<file path="src/rtl/tx_valid_scheduler.sv">
// Rate and sequencing controller for the TX PCS chain: block valid, lane-group valid, AM marking.
// Latency: first block valid CLK_DIV+1 cycles after enable; no backpressure, the pulses are free-running while busy.
module tx_valid_scheduler #(
  parameter int CLK_DIV         = 2,
  parameter int N_LANES         = 20,
  parameter int AM_BLOCK_PERIOD = 16383,
  parameter int FILL_GROUPS     = 2,
  parameter int NB_DIV_CNT      = 4,
  parameter int NB_LANE_IDX     = 5,
  parameter int NB_AM_CNT       = 14
) (
  input  logic                   i_clock,
  input  logic                   i_reset,
  input  logic                   i_enable,
  output logic                   o_fast_valid,
  output logic                   o_slow_valid,
  output logic [NB_LANE_IDX-1:0] o_lane_idx,
  output logic                   o_am_insert,
  output logic                   o_running,
  output logic                   o_busy
);

  localparam int NB_FILL = (FILL_GROUPS > 1) ? $clog2(FILL_GROUPS) : 1;

  localparam logic [NB_DIV_CNT-1:0]  DIV_LAST  = NB_DIV_CNT'(CLK_DIV - 1);
  localparam logic [NB_LANE_IDX-1:0] LANE_LAST = NB_LANE_IDX'(N_LANES - 1);
  localparam logic [NB_AM_CNT-1:0]   AM_LAST   = NB_AM_CNT'(AM_BLOCK_PERIOD - 1);
  localparam logic [NB_FILL-1:0]     FILL_LAST = NB_FILL'(FILL_GROUPS - 1);

  typedef enum logic [1:0] {IDLE, FILL, RUN, DRAIN} state_t;

  state_t                 state;
  logic [NB_DIV_CNT-1:0]  div_cnt;
  logic [NB_LANE_IDX-1:0] lane_cnt;
  logic [NB_FILL-1:0]     fill_cnt;
  logic [NB_AM_CNT-1:0]   am_cnt;

  logic tick;
  logic group_end;
  logic advance;

  assign tick      = (state != IDLE) && (div_cnt == DIV_LAST);
  assign group_end = tick && (lane_cnt == LANE_LAST);
  // A FILL abort drops the divider on the spot, so it must not advance that cycle.
  assign advance   = (state == RUN) || (state == DRAIN) || ((state == FILL) && i_enable);

  always_ff @(posedge i_clock or posedge i_reset) begin
    if (i_reset) begin
      state        <= IDLE;
      div_cnt      <= '0;
      lane_cnt     <= '0;
      fill_cnt     <= '0;
      am_cnt       <= '0;
      o_fast_valid <= 1'b0;
      o_slow_valid <= 1'b0;
      o_lane_idx   <= '0;
      o_am_insert  <= 1'b0;
      o_running    <= 1'b0;
      o_busy       <= 1'b0;
    end else begin
      o_fast_valid <= 1'b0;
      o_slow_valid <= 1'b0;
      o_am_insert  <= 1'b0;
      o_running    <= (state == RUN);
      o_busy       <= (state != IDLE);

      if (advance) begin
        div_cnt <= tick ? '0 : div_cnt + 1'b1;
        if (tick) begin
          lane_cnt     <= (lane_cnt == LANE_LAST) ? '0 : lane_cnt + 1'b1;
          o_fast_valid <= 1'b1;
          o_lane_idx   <= lane_cnt;
        end
      end

      case (state)
        IDLE: begin
          div_cnt  <= '0;
          lane_cnt <= '0;
          fill_cnt <= '0;
          am_cnt   <= '0;
          if (i_enable) state <= (FILL_GROUPS == 0) ? RUN : FILL;
        end
        FILL: begin
          if (!i_enable) begin
            state    <= IDLE;
            div_cnt  <= '0;
            lane_cnt <= '0;
            fill_cnt <= '0;
            am_cnt   <= '0;
          end else if (group_end) begin
            if (fill_cnt == FILL_LAST) begin
              state    <= RUN;
              fill_cnt <= '0;
            end else begin
              fill_cnt <= fill_cnt + 1'b1;
            end
          end
        end
        RUN, DRAIN: begin
          if (group_end) begin
            o_slow_valid <= 1'b1;
            o_am_insert  <= (am_cnt == '0);
            am_cnt       <= (am_cnt == AM_LAST) ? '0 : am_cnt + 1'b1;
            // The closing group's slow valid still goes out; the AM phase restarts from IDLE.
            if ((state == DRAIN) || !i_enable) begin
              state  <= IDLE;
              am_cnt <= '0;
            end
          end else if ((state == RUN) && !i_enable) begin
            state <= DRAIN;
          end
        end
        default: state <= IDLE;
      endcase
    end
  end

endmodule

</file>
<file path="config.mk">
export PLATFORM = sky130hd
export DESIGN_NAME = tx_valid_scheduler
export DESIGN_NICKNAME = d
export VERILOG_FILES = /design/src/rtl/tx_valid_scheduler.sv
export SDC_FILE = /design/constraint.sdc
export NUM_CORES = 1
export LEC_CHECK = 0
export BUFFER_PORTS_ARGS = -buffer_cell sky130_fd_sc_hd__buf_2
export CAP_MARGIN = 10
export CORE_UTILIZATION = 50
export DETAILED_ROUTE_END_ITERATION = 16
export PLACE_DENSITY = 0.7
export SLEW_MARGIN = 20
export SYNTH_ARGS = -nofsm -noshare
export SYNTH_HDL_FRONTEND = slang
export SYNTH_SLANG_ARGS = --single-unit
</file>
<file path="constraint.sdc">
create_clock -name i_clock -period 2.25 [get_ports i_clock]
set_clock_uncertainty 0.05 [all_clocks]
set_input_delay 0.45 -clock i_clock [delete_from_list [all_inputs] [get_ports i_clock]]
set_output_delay 0.45 -clock i_clock [all_outputs]
set_load 0.03 [all_outputs]
</file>
==> results.txt <==
The distinct cell type count after synthesis came out at 48. The die covers just over 0.004 mm2. Data on the critical path is required at its endpoint by 2380 ps. Buffers inserted to repair hold after CTS numbered 0. Counting every net in the synthesized netlist gives 199.

The clock buffer count from CTS is 5. The post-detailed-placement half-perimeter wirelength came out at 2870 um. The fraction of the mapped netlist area in adder cells came out at 0.0392.

Setup slack on the worst reg-to-reg path comes out at approximately 150 ps. After floorplanning, the core was sized to cover between 0.003 and 0.004 mm2. The number of flops mapped to enable cells by yosys is 0. Routability-driven placement finished with a final weighted congestion of approximately 0.87.

The number of nets in the finished design is 220. In this run the critical register-to-register path is launched from div_cnt[1]. At the pin with the least slew margin, the transition time is 819 ps. The total power came out at 1.14 mW.

The number of endpoints with negative hold slack in the final report came to 0. The y dimension of the die came out at 63.9 um. After synthesis, the share of flip-flops with an asynchronous set or reset is 1.00. The post-synthesis sequential area ratio is 0.471.

The fraction of layout cells with a size suffix above 1 came out at 0.180. The pin count of the biggest net entering global routing came out at 37. The post-CTS resize count is 0. The number of antenna violations at the first check in global routing is 0. At the later pin of the worst-skew pair, clock insertion delay measures 290 ps. Setup repair after global routing left no endpoint under its margin.

The total standard cell area after synthesis is 0.00191 mm2. The deepest clock path buffer count came out at 2. For this design the top-level I/O count stands at 13. In this run the static leakage power is around 0.93 nW. After synthesis, the largest family of logic cells by area is simple AND/OR/NAND/NOR gates. The diode insertion count for antenna repair is 0. Clock-pin slew was measured on the worst setup and hold paths at 70 ps.

The number of nets with antenna violations after detailed routing came out at 0. Tracing the worst setup path back leads to its startpoint at div_cnt[1]. The setup slack of the critical path after layout came out at 151 ps. The number of vias per cell after detailed routing is 6.17. The most used flip-flop cell after synthesis is dfrtp_1. In this run the worst setup path terminates at fill_cnt.

The data arrival time of the critical path is about 2200 ps. For this configuration, the core starts out at a cell density of 0.523. Leaving out fill and tap cells, the most frequent cell in the layout is dfrtp_1. The post-synthesis simple-gate area fraction came out at 0.228.

The portion of synthesized area spent on multiplexers is 0.0405. The routed design could run at a clock period as short as around 2100 ps. The fmax came out at ~480 MHz. The CTS tree is done. The depth of the most critical reg-to-reg path is 6.

From synthesis to final layout, the design area changed by 12.6%. The max-slew violation count came out at 0. CTS placed an instance of clkbuf_8 at the clock tree root. The filler-free cell count of the finished design is roughly 260. The deepest level of the CTS H-tree came out at 2. The count of max-cap constraint violations is 0.

The tightest hold path in the finished design has a slack of 197 ps. The row count is 22. For this run, the total global-route usage over all layers was measured as 0.223. STA classifies the critical path startpoint as a flop. Setup violations remaining at the end of the flow were counted as 0.

The final wirelength is 4050 um. The number of I/O port buffers came out at 12. In this run the worst hold path is classified as in -> async.

In this run the post-CTS setup repair buffer count came out at 0. The number of global-route vias before repair is 1,544. The library cells used most frequently in the layout, excluding fill and tap cells, are dfrtp_1, nor2_1, nand2_1, a31oi_1, buf_2. Headroom to the max-slew limit came out at 0.451. The post-synthesis compound-gate area fraction came to 0.169. The number of placed instances with taps included came out at 252. The worst setup path is captured at a flop. Summed over all layers, the global routing overflow is 0.

The critical path is of the reg -> reg type. The number of sinks handled by clock tree synthesis is 36. Of the total synthesized cell area, the portion taken by XOR and XNOR cells is 0.0137. The final clock period utilization by the worst path is 0.933.

The highest net fanout along the worst path is 7. The number of detailed-route iterations in the first pass is 4. The number of vias after detailed routing is 1,598.

The number of instances in the synthesized netlist came out at 190. The total negative slack is 0 ps. The flow ran to the end, and the final reports show no timing, DRC or antenna violations. The post-placement worst setup slack is 158 ps. In this run the critical register-to-register path is captured at fill_cnt. The average cell area after synthesis is 10.1 um2. Dividing the detail-routed wire length by the instance count gives 15.6 um. The worst vdd rail ir drop is between 0.3 and 0.4 mV.

The Yosys step of the flow raised 0 warnings. In this run, the number of DRC markers left after iteration 0 of detailed routing was 130. The die is 63.9 um wide. The first-pass GRT wire length is 7030 um. The count of unresolved DRC violations after routing is 0. The number of synthesized register bits is 36. In this run the power density over the cells is 530 mW/mm2.
==> power breakdown <==
group          total, mW  internal (mW)  switching (mW)  leakage (nW)
registers          0.656          0.652         0.00462         0.497
clock network      0.426          0.210           0.215        0.0410
logic             0.0583         0.0170          0.0413         0.391
total               1.14          0.879           0.261         0.929
==> cell usage after synthesis, types with 2 or more instances <==
| cell | number | area, um2 |
|---|---|---|
| and3_1 | 2 | 12.5 |
| nor3_1 | 4 | 20.0 |
| mux2_2 | 5 | 56.3 |
| a21oi_1 | 6 | 30.0 |
| o21ai_1 | 3 | 15.0 |
| nand3b_1 | 2 | 15.0 |
| dfrtp_1 | 36 | 901 |
| nand4_1 | 6 | 37.5 |
| nand2_1 | 12 | 45.0 |
| buf_2 | 2 | 10.0 |
| a32oi_1 | 5 | 43.8 |
| and2_1 | 5 | 31.3 |
| nand2b_1 | 2 | 12.5 |
| clkbuf_1 | 6 | 22.5 |
| and4_1 | 5 | 43.8 |
| a41oi_1 | 7 | 61.3 |
| nand3_1 | 10 | 50.1 |
| inv_1 | 11 | 41.3 |
| ha_1 | 6 | 75.1 |
| o31ai_1 | 3 | 22.5 |
| xnor2_1 | 2 | 17.5 |
| nor2_1 | 12 | 45.0 |
| nor2b_1 | 2 | 12.5 |
| a31oi_1 | 12 | 75.1 |
==> stage by stage <==
step | instance area, um2 | utilization
floorplan | 1910 | -
global placement | 2080 | 0.567
detailed placement | 2080 | 0.567
CTS | 2150 | 0.588
global route | 2150 | 0.588
finish | 2150 | 0.588
==> per-layer routing <==
| metal | track usage | routed length (um) | up-vias | part of all wire |
|---|---|---|---|---|
| met2 | 0.364 | 1960 | 48 | 0.48 |
| li1 | - | - | 761 | - |
| met1 | 0.281 | 1780 | 778 | 0.44 |
| met3 | 0.0536 | 235 | 11 | 0.058 |
| met5 | 0 | 0 | - | 0 |
| met4 | 0.0966 | 77 | 0 | 0.019 |
==> sequential cells by signal, indices dropped and copies added (netlist names) <==
signal and cells:
am_cnt 14, o_slow_valid 1, div_cnt 4, o_am_insert 1
state 2, o_busy 1, lane_cnt 5, o_running 1
o_fast_valid 1, o_lane_idx 5, fill_cnt 1
==> critical path: stages (launching register included) <==
cell     delay [ps]
dfrtp_1         400
inv_1            60
ha_1            140
or3b_1          500
nor3_2          250
mux2_1          340
a32o_1          250
==> cell families after synthesis <==
family          count (synthesis)
flops                          36
mux                             7
fa+ha+maj                       6
compound gates                 44
buf+inv                        19
simple gates                   75
xor+xnor                        3
==> area by class of cell <==
class                   count  area [um2]
fillers                   319        1510
multi-input cells         135         938
flip-flops and latches     36         901
repair buffers             22         135
clock buffers               6        72.6
well taps                  48        60.1
inverters                  11        41.3
clock inverters             1        5.00
==> worst min-delay path by stage <==
stage,start,to,slack [ps]
floorplan,div_cnt[0],div_cnt[0],410
global placement,div_cnt[0],div_cnt[0],430
detailed placement,o_lane_idx[2],o_lane_idx[2],440
CTS,i_reset,am_cnt[13],220
global route,i_reset,am_cnt[13],280
finish,i_reset,am_cnt[13],200
No activity file was read; power rests on OpenSTA's default activity.
